$ cat src/rtl/if_rf_ctrl_pkg.sv
// Shared types and constants for the IF/RF pipeline control unit.
package if_rf_ctrl_pkg;

  typedef enum logic [1:0] {
    ST_RUN          = 2'd0,
    ST_FREEZE       = 2'd1,
    ST_FREEZE_FLUSH = 2'd2
  } ctrl_state_e;

  // Register 31 reads as zero, so it can never carry a load-use dependency.
  localparam int unsigned XZR = 31;

endpackage

$ cat src/rtl/sat_counter.sv
// Saturating event counter with synchronous clear; clear beats increment.
module sat_counter #(
  parameter int W = 32
) (
  input  logic         clk,
  input  logic         reset,
  input  logic         inc,
  input  logic         clr,
  output logic [W-1:0] count
);

  logic [W-1:0] count_q, count_d;

  always_comb begin
    count_d = count_q;
    if (clr) begin
      count_d = '0;
    end else if (inc && (count_q != '1)) begin
      count_d = count_q + W'(1);
    end
  end

  always_ff @(posedge clk) begin
    if (!reset) begin
      count_q <= '0;
    end else begin
      count_q <= count_d;
    end
  end

  assign count = count_q;

endmodule

$ cat src/rtl/if_rf_ctrl.sv
// IF/RF stage control: advance/hold/flush decisions, load-use bubbles,
// branch flushes deferred across data-memory freezes, and event counters.
//
// state           | meaning
// ST_RUN          | pipeline flowing, no deferred work
// ST_FREEZE       | memory freeze, nothing pending
// ST_FREEZE_FLUSH | memory freeze, taken branch waiting to flush IF/RF
module if_rf_ctrl
  import if_rf_ctrl_pkg::*;
#(
  parameter int REG_W = 5,
  parameter int CNT_W = 32
) (
  input  logic             clk,
  input  logic             reset,
  input  logic             ex_mem_read,
  input  logic [REG_W-1:0] ex_rd,
  input  logic [REG_W-1:0] rf_rn,
  input  logic [REG_W-1:0] rf_rm,
  input  logic             rf_uses_rm,
  input  logic             br_taken,
  input  logic             mem_busy,
  input  logic             cnt_clr,
  output logic             pc_we,
  output logic             if_rf_en,
  output logic             if_rf_flush,
  output logic             id_ex_bubble,
  output logic             freeze,
  output logic [CNT_W-1:0] stall_cnt,
  output logic [CNT_W-1:0] flush_cnt
);

  ctrl_state_e state_q, state_d;
  logic        hazard;
  logic        stall_inc;

  assign hazard = ex_mem_read
                  && (ex_rd != REG_W'(XZR))
                  && ((ex_rd == rf_rn) || (rf_uses_rm && (ex_rd == rf_rm)));

  // Outputs are combinational so the PC/IF-RF enables act in the same cycle.
  always_comb begin
    pc_we        = 1'b0;
    if_rf_en     = 1'b0;
    if_rf_flush  = 1'b0;
    id_ex_bubble = 1'b0;
    freeze       = 1'b0;
    state_d      = ST_RUN;
    if (reset) begin
      if (mem_busy) begin
        freeze = 1'b1;
        if ((state_q == ST_FREEZE_FLUSH)
            || ((state_q == ST_RUN) && br_taken && !hazard)) begin
          state_d = ST_FREEZE_FLUSH;
        end else begin
          state_d = ST_FREEZE;
        end
      end else if (hazard) begin
        // Branch operands are not ready yet, so br_taken is ignored here.
        id_ex_bubble = 1'b1;
      end else begin
        pc_we       = 1'b1;
        if_rf_en    = 1'b1;
        if_rf_flush = br_taken || (state_q == ST_FREEZE_FLUSH);
      end
    end
  end

  always_ff @(posedge clk) begin
    if (!reset) begin
      state_q <= ST_RUN;
    end else begin
      state_q <= state_d;
    end
  end

  assign stall_inc = reset && !pc_we;

  sat_counter #(.W(CNT_W)) u_stall_cnt (
    .clk   (clk),
    .reset (reset),
    .inc   (stall_inc),
    .clr   (cnt_clr),
    .count (stall_cnt)
  );

  sat_counter #(.W(CNT_W)) u_flush_cnt (
    .clk   (clk),
    .reset (reset),
    .inc   (if_rf_flush),
    .clr   (cnt_clr),
    .count (flush_cnt)
  );

endmodule

$ cat config.mk
export PLATFORM = sky130hd
export DESIGN_NAME = if_rf_ctrl
export DESIGN_NICKNAME = d
export VERILOG_FILES = /design/src/rtl/if_rf_ctrl_pkg.sv /design/src/rtl/sat_counter.sv /design/src/rtl/if_rf_ctrl.sv
export SDC_FILE = /design/constraint.sdc
export NUM_CORES = 1
export LEC_CHECK = 0
export ABC_AREA = 0
export BUFFER_PORTS_ARGS = -buffer_cell sky130_fd_sc_hd__buf_2
export CORE_MARGIN = 8
export CORE_UTILIZATION = 30
export DETAILED_ROUTE_END_ITERATION = 8
export PLACE_DENSITY = 0.56
export SYNTH_ARGS = -nofsm -noshare
export SYNTH_HDL_FRONTEND = slang
export SYNTH_HIERARCHICAL = 1
export SYNTH_SLANG_ARGS = --single-unit
$ cat constraint.sdc
create_clock -name clk -period 2.1 [get_ports clk]
set_clock_uncertainty 0.1 [all_clocks]
set_input_delay 0.105 -clock clk [delete_from_list [all_inputs] [get_ports clk]]
set_output_delay 0.105 -clock clk [all_outputs]
set_load 0.005 [all_outputs]
==> summary.log <==
qor: logic_synthesis.post_synth_most_frequent_cells sky130_fd_sc_hd__dfxtp_1 (66), sky130_fd_sc_hd__a21oi_1 (43), sky130_fd_sc_hd__nand2_1 (35), sky130_fd_sc_hd__nor2_1 (34), sky130_fd_sc_hd__or3_1 (30)
qor: worst_hold_path.launch_point_of_the_worst_hold_path mem_busy
qor: global_route.grt_util_all_layers 14.8%
qor: global_route.grt_remaining_overflow 0
qor: detailed_routing.num_vias 4058
qor: logic_synthesis.avgSynthCellArea 8.15 um2
qor: die.coreArea 0.0119 mm2
qor: logic_synthesis.postSynthCellCount 445
qor: power_and_ir_drop.total_power_per_unit_cell_area 524 mW/mm2
qor: place.dp_hpwl 9240 um
qor: power_and_ir_drop.peakVddDrop 0.408 mV
qor: final_layout.multi_input_comb_area 0.00230 mm2
qor: final_layout.diodes 0
qor: setup_path.r2r_start u_flush_cnt/count[11]$_SDFFE_PP0P_
qor: final_layout.area.sequential 0.00133 mm2
qor: detailed_routing.route.detailed.vias_per_inst 5.23
qor: logic_synthesis.synthArstFlopShare 0%
qor: global_route.grt_first_pass_wirelength 19400 um
qor: power_and_ir_drop.power_leakage 2.13 nW
qor: die.boundaryPins 91
qor: clock_tree.clock_insertion_delay_worst_skew 0.33 ns
qor: setup_path.timing_worst_setup_path_type reg -> reg
qor: worst_hold_path.holdPathStages 3
qor: setup_path.critPathRequiredTime 2.26 ns
qor: sta.min_period 2.07 ns
qor: setup_path.critPathLaunchType flop
qor: final_layout.fillers 1206
qor: detailed_routing.wirelength_met1 5180 um
qor: die.total_die_area 0.0159 mm2
qor: worst_hold_path.min_delay_path_class in -> reg
qor: run_status.outcome finished clean
qor: detailed_routing.maxUsedRoutingLayer met4
qor: detailed_routing.detail_route.wirelength 11900 um
qor: setup_path.crit_path_cell_trace nand3_2 -> or4_4 -> buf_4 -> o31a_1 -> a21o_1 -> a21oi_1
qor: detailed_routing.detail_route.wl_per_cell 15.4 um
qor: place.io_buffers 90
qor: clock_tree.clk_pin_slew_worst_paths 0.05 ns
qor: clock_tree.cts.sinks 66
qor: final_layout.synthesis_to_finish_area_growth 45.4%
qor: detailed_routing.drc 0
qor: detailed_routing.detail_route.iter0.violations 210
qor: die.start_util 30.5%
qor: logic_synthesis.synth_area_leader_cell sky130_fd_sc_hd__dfxtp_1
qor: place.cell_area_reported_after_detailed_placement 0.00490 mm2
qor: sta.max_clock_freq 484 MHz
qor: sta.maxSlewHeadroom 64.6%
qor: setup_path.critPathSlowestCell sky130_fd_sc_hd__or4_4
qor: clock_tree.cts.root.buffer_cell sky130_fd_sc_hd__clkbuf_16
qor: logic_synthesis.most_used_standard_cell_by_instance_count_after_synthesis sky130_fd_sc_hd__dfxtp_1
qor: logic_synthesis.yosys_register_bits 66
qor: flow_run.drv.max_cap_violation_count 0
qor: global_route.antenna_found_initial 0
qor: global_route.grt_pass1_vias 4037
qor: logic_synthesis.synth.area.top_cells sky130_fd_sc_hd__dfxtp_1 (36%), sky130_fd_sc_hd__xnor2_1 (6.8%), sky130_fd_sc_hd__a21oi_1 (5.9%)
qor: detailed_routing.drt-pass1-iter-count 4
qor: sta.final_min_period_over_clock_period 98.3%
qor: clock_tree.clock_tree_from_tritoncts yes
qor: logic_synthesis.synth_top_cell_area_share 36.4%
qor: clock_tree.h_tree_levels 3
qor: global_route.grt_max_degree 18
qor: clock_tree.max-clock-path-buffers 2
qor: setup_path.cp.buffers_inverters 1
qor: final_layout.postLayoutCellArea 0.00527 mm2
qor: setup_path.critical_path.top_delay_family compound AO/OA/AOI/OAI gates
qor: die.die_width 126 um
qor: setup_path.reg2reg_depth 6
qor: setup_path.regToRegSetupSlack 0.03 ns
qor: setup_path.timing.critical_path.to_type flop
qor: sta.timing.final.max_slew_violations 0
qor: detailed_routing.met2WireLength 6050 um
qor: logic_synthesis.synth_warnings 6
qor: place.finalWeightedCongestion 0.846
qor: setup_path.capture_instance_of_the_worst_register_to_register_path u_flush_cnt/count[4]$_SDFFE_PP0P_
qor: logic_synthesis.mappedNetlistArea 0.00363 mm2
qor: logic_synthesis.synth_enable_flop_cells 0
qor: sta.setup_violations 0
qor: logic_synthesis.synth.net_count 469
qor: clock_tree.post_cts_hold_buffer_count 0
qor: clock_tree.cts_made_buffers 9
qor: detailed_routing.wl_met3 649 um
qor: logic_synthesis.synth_cell_types 47
qor: final_layout.post_route_cells_drive_above_1_share 39.1%
qor: setup_path.critical-path-max-stage-delay 0.56 ns
qor: worst_hold_path.hold-path-endpoint state_q[0]$_SDFF_PN0_
qor: logic_synthesis.synth_top_flop_cell sky130_fd_sc_hd__dfxtp_1
qor: final_layout.layout.nets 652
qor: setup_path.cp_max_fo 6
qor: sta.finalHoldViolCount 0
qor: die.overall_die_height 126 um
qor: logic_synthesis.post_synthesis_sequential_area_ratio 36.4%
qor: die.core.rowCount 40
qor: setup_path.worstPathArrival 2.22 ns
qor: detailed_routing.antenna_left 0
qor: sta.actual_slew_at_the_worst_max_slew_pin 0.530 ns
qor: sta.hold-worst-slack 0.0473 ns
cells by family (layout without fill, tap and decap cells):
kind of cell / after synthesis / after routing / share of synthesized area, %
and+or+nand+nor: 214 / 214 / 33.6
AOI/OAI and AO/OA: 111 / 111 / 19.2
DFF: 66 / 66 / 36.4
xor gates and xnor gates: 28 / 28 / 6.76
buffers and inverters: 22 / 206 / 2.73
adders and majority gates: 2 / 2 / 0.690
muxes: 2 / 2 / 0.552
state kept, by name, indices dropped and copies added (netlist names):
name and flops:
state_q 2, u_stall_cnt/count 32, u_flush_cnt/count 32
metal layers:
metal	track usage (%)	vias to the layer above
li1	-	2037
met1	16.6	1914
met2	26.6	98
met3	4.98	9
met4	3.26	0
met5	0	-
worst max-delay path by stage:
stage,startpoint,to,slack (ns),cells past startpoint
floorplan,ex_rd[4],u_stall_cnt/count[18]$_SDFFE_PP0P_,-0.006,9
global placement,ex_rd[4],u_stall_cnt/count[26]$_SDFFE_PP0P_,-0.16,12
detailed placement,ex_rd[3],u_stall_cnt/count[18]$_SDFFE_PP0P_,-0.20,11
CTS,state_q[1]$_SDFF_PN0_,u_flush_cnt/count[18]$_SDFFE_PP0P_,0.003,9
global route,u_flush_cnt/count[21]$_SDFFE_PP0P_,u_flush_cnt/count[4]$_SDFFE_PP0P_,-0.01,6
finish,u_flush_cnt/count[11]$_SDFFE_PP0P_,u_flush_cnt/count[4]$_SDFFE_PP0P_,0.03,6
cell type report:
| class | count | area share, % |
|---|---|---|
| Clock inverter | 1 | 0.0949 |
| Clock buffer | 11 | 4.60 |
| Multi-Input combinational cell | 357 | 43.5 |
| Sequential cell | 66 | 25.3 |
| Tap cell | 147 | 3.49 |
| Timing Repair Buffer | 189 | 22.7 |
| Inverter | 5 | 0.356 |
layout by cell type, fill, tap and decap left out, types with 3 or more instances in the layout:
master	instances
sky130_fd_sc_hd__a211oi_1	6
sky130_fd_sc_hd__a21oi_1	41
sky130_fd_sc_hd__a31o_1	4
sky130_fd_sc_hd__and3_1	16
sky130_fd_sc_hd__and4_1	6
sky130_fd_sc_hd__buf_2	91
sky130_fd_sc_hd__buf_4	97
sky130_fd_sc_hd__clkbuf_16	9
sky130_fd_sc_hd__dfxtp_1	57
sky130_fd_sc_hd__dfxtp_2	9
sky130_fd_sc_hd__inv_1	5
sky130_fd_sc_hd__nand2_1	35
sky130_fd_sc_hd__nand2b_1	5
sky130_fd_sc_hd__nand3_1	19
sky130_fd_sc_hd__nand3_2	5
sky130_fd_sc_hd__nand4_1	29
sky130_fd_sc_hd__nor2_1	33
sky130_fd_sc_hd__nor3_1	3
sky130_fd_sc_hd__nor3_2	3
sky130_fd_sc_hd__nor4_2	4
sky130_fd_sc_hd__o21ai_0	12
sky130_fd_sc_hd__o21ai_1	20
sky130_fd_sc_hd__or2_2	6
sky130_fd_sc_hd__or3_1	30
sky130_fd_sc_hd__or4_1	4
sky130_fd_sc_hd__xnor2_1	27
worst min-delay path, cell delays in order:
cell	delay [ns]
sky130_fd_sc_hd__buf_2	0.10
sky130_fd_sc_hd__nand2_1	0.14
sky130_fd_sc_hd__o41ai_2	0.08
per-stage QoR:
stage / setup TNS [ns] / setup WS [ns] / cells / util [%] / power [mW]
3_3_place_gp: -1.92 / -0.165 / 758 / 41.1 / 1.46
3_5_place_dp: -2.97 / -0.195 / 758 / 41.1 / 1.47
6_report: 0 / 0.0348 / 776 / 44.3 / 2.76
4_1_cts: 0 / 0.00331 / 771 / 43.3 / 2.80
5_1_grt: -0.0118 / -0.0118 / 776 / 44.3 / 2.88
2_1_floorplan: -0.0120 / -0.00602 / 445 / - / 1.39
power breakdown:
group	internal [mW]	switching, mW	total [mW]
clock	0.801	0.512	1.31
sequential	1.26	0.00405	1.26
combinational	0.0846	0.104	0.188
total	2.14	0.619	2.76
repair_timing:
item	4_1_cts	5_1_grt
resized for setup	0	26
endpoints found under the setup margin	2	30
pin swaps	1	7
setup buffers	1	4
gates cloned	0	1
No activity file was read; power rests on OpenSTA's default activity.
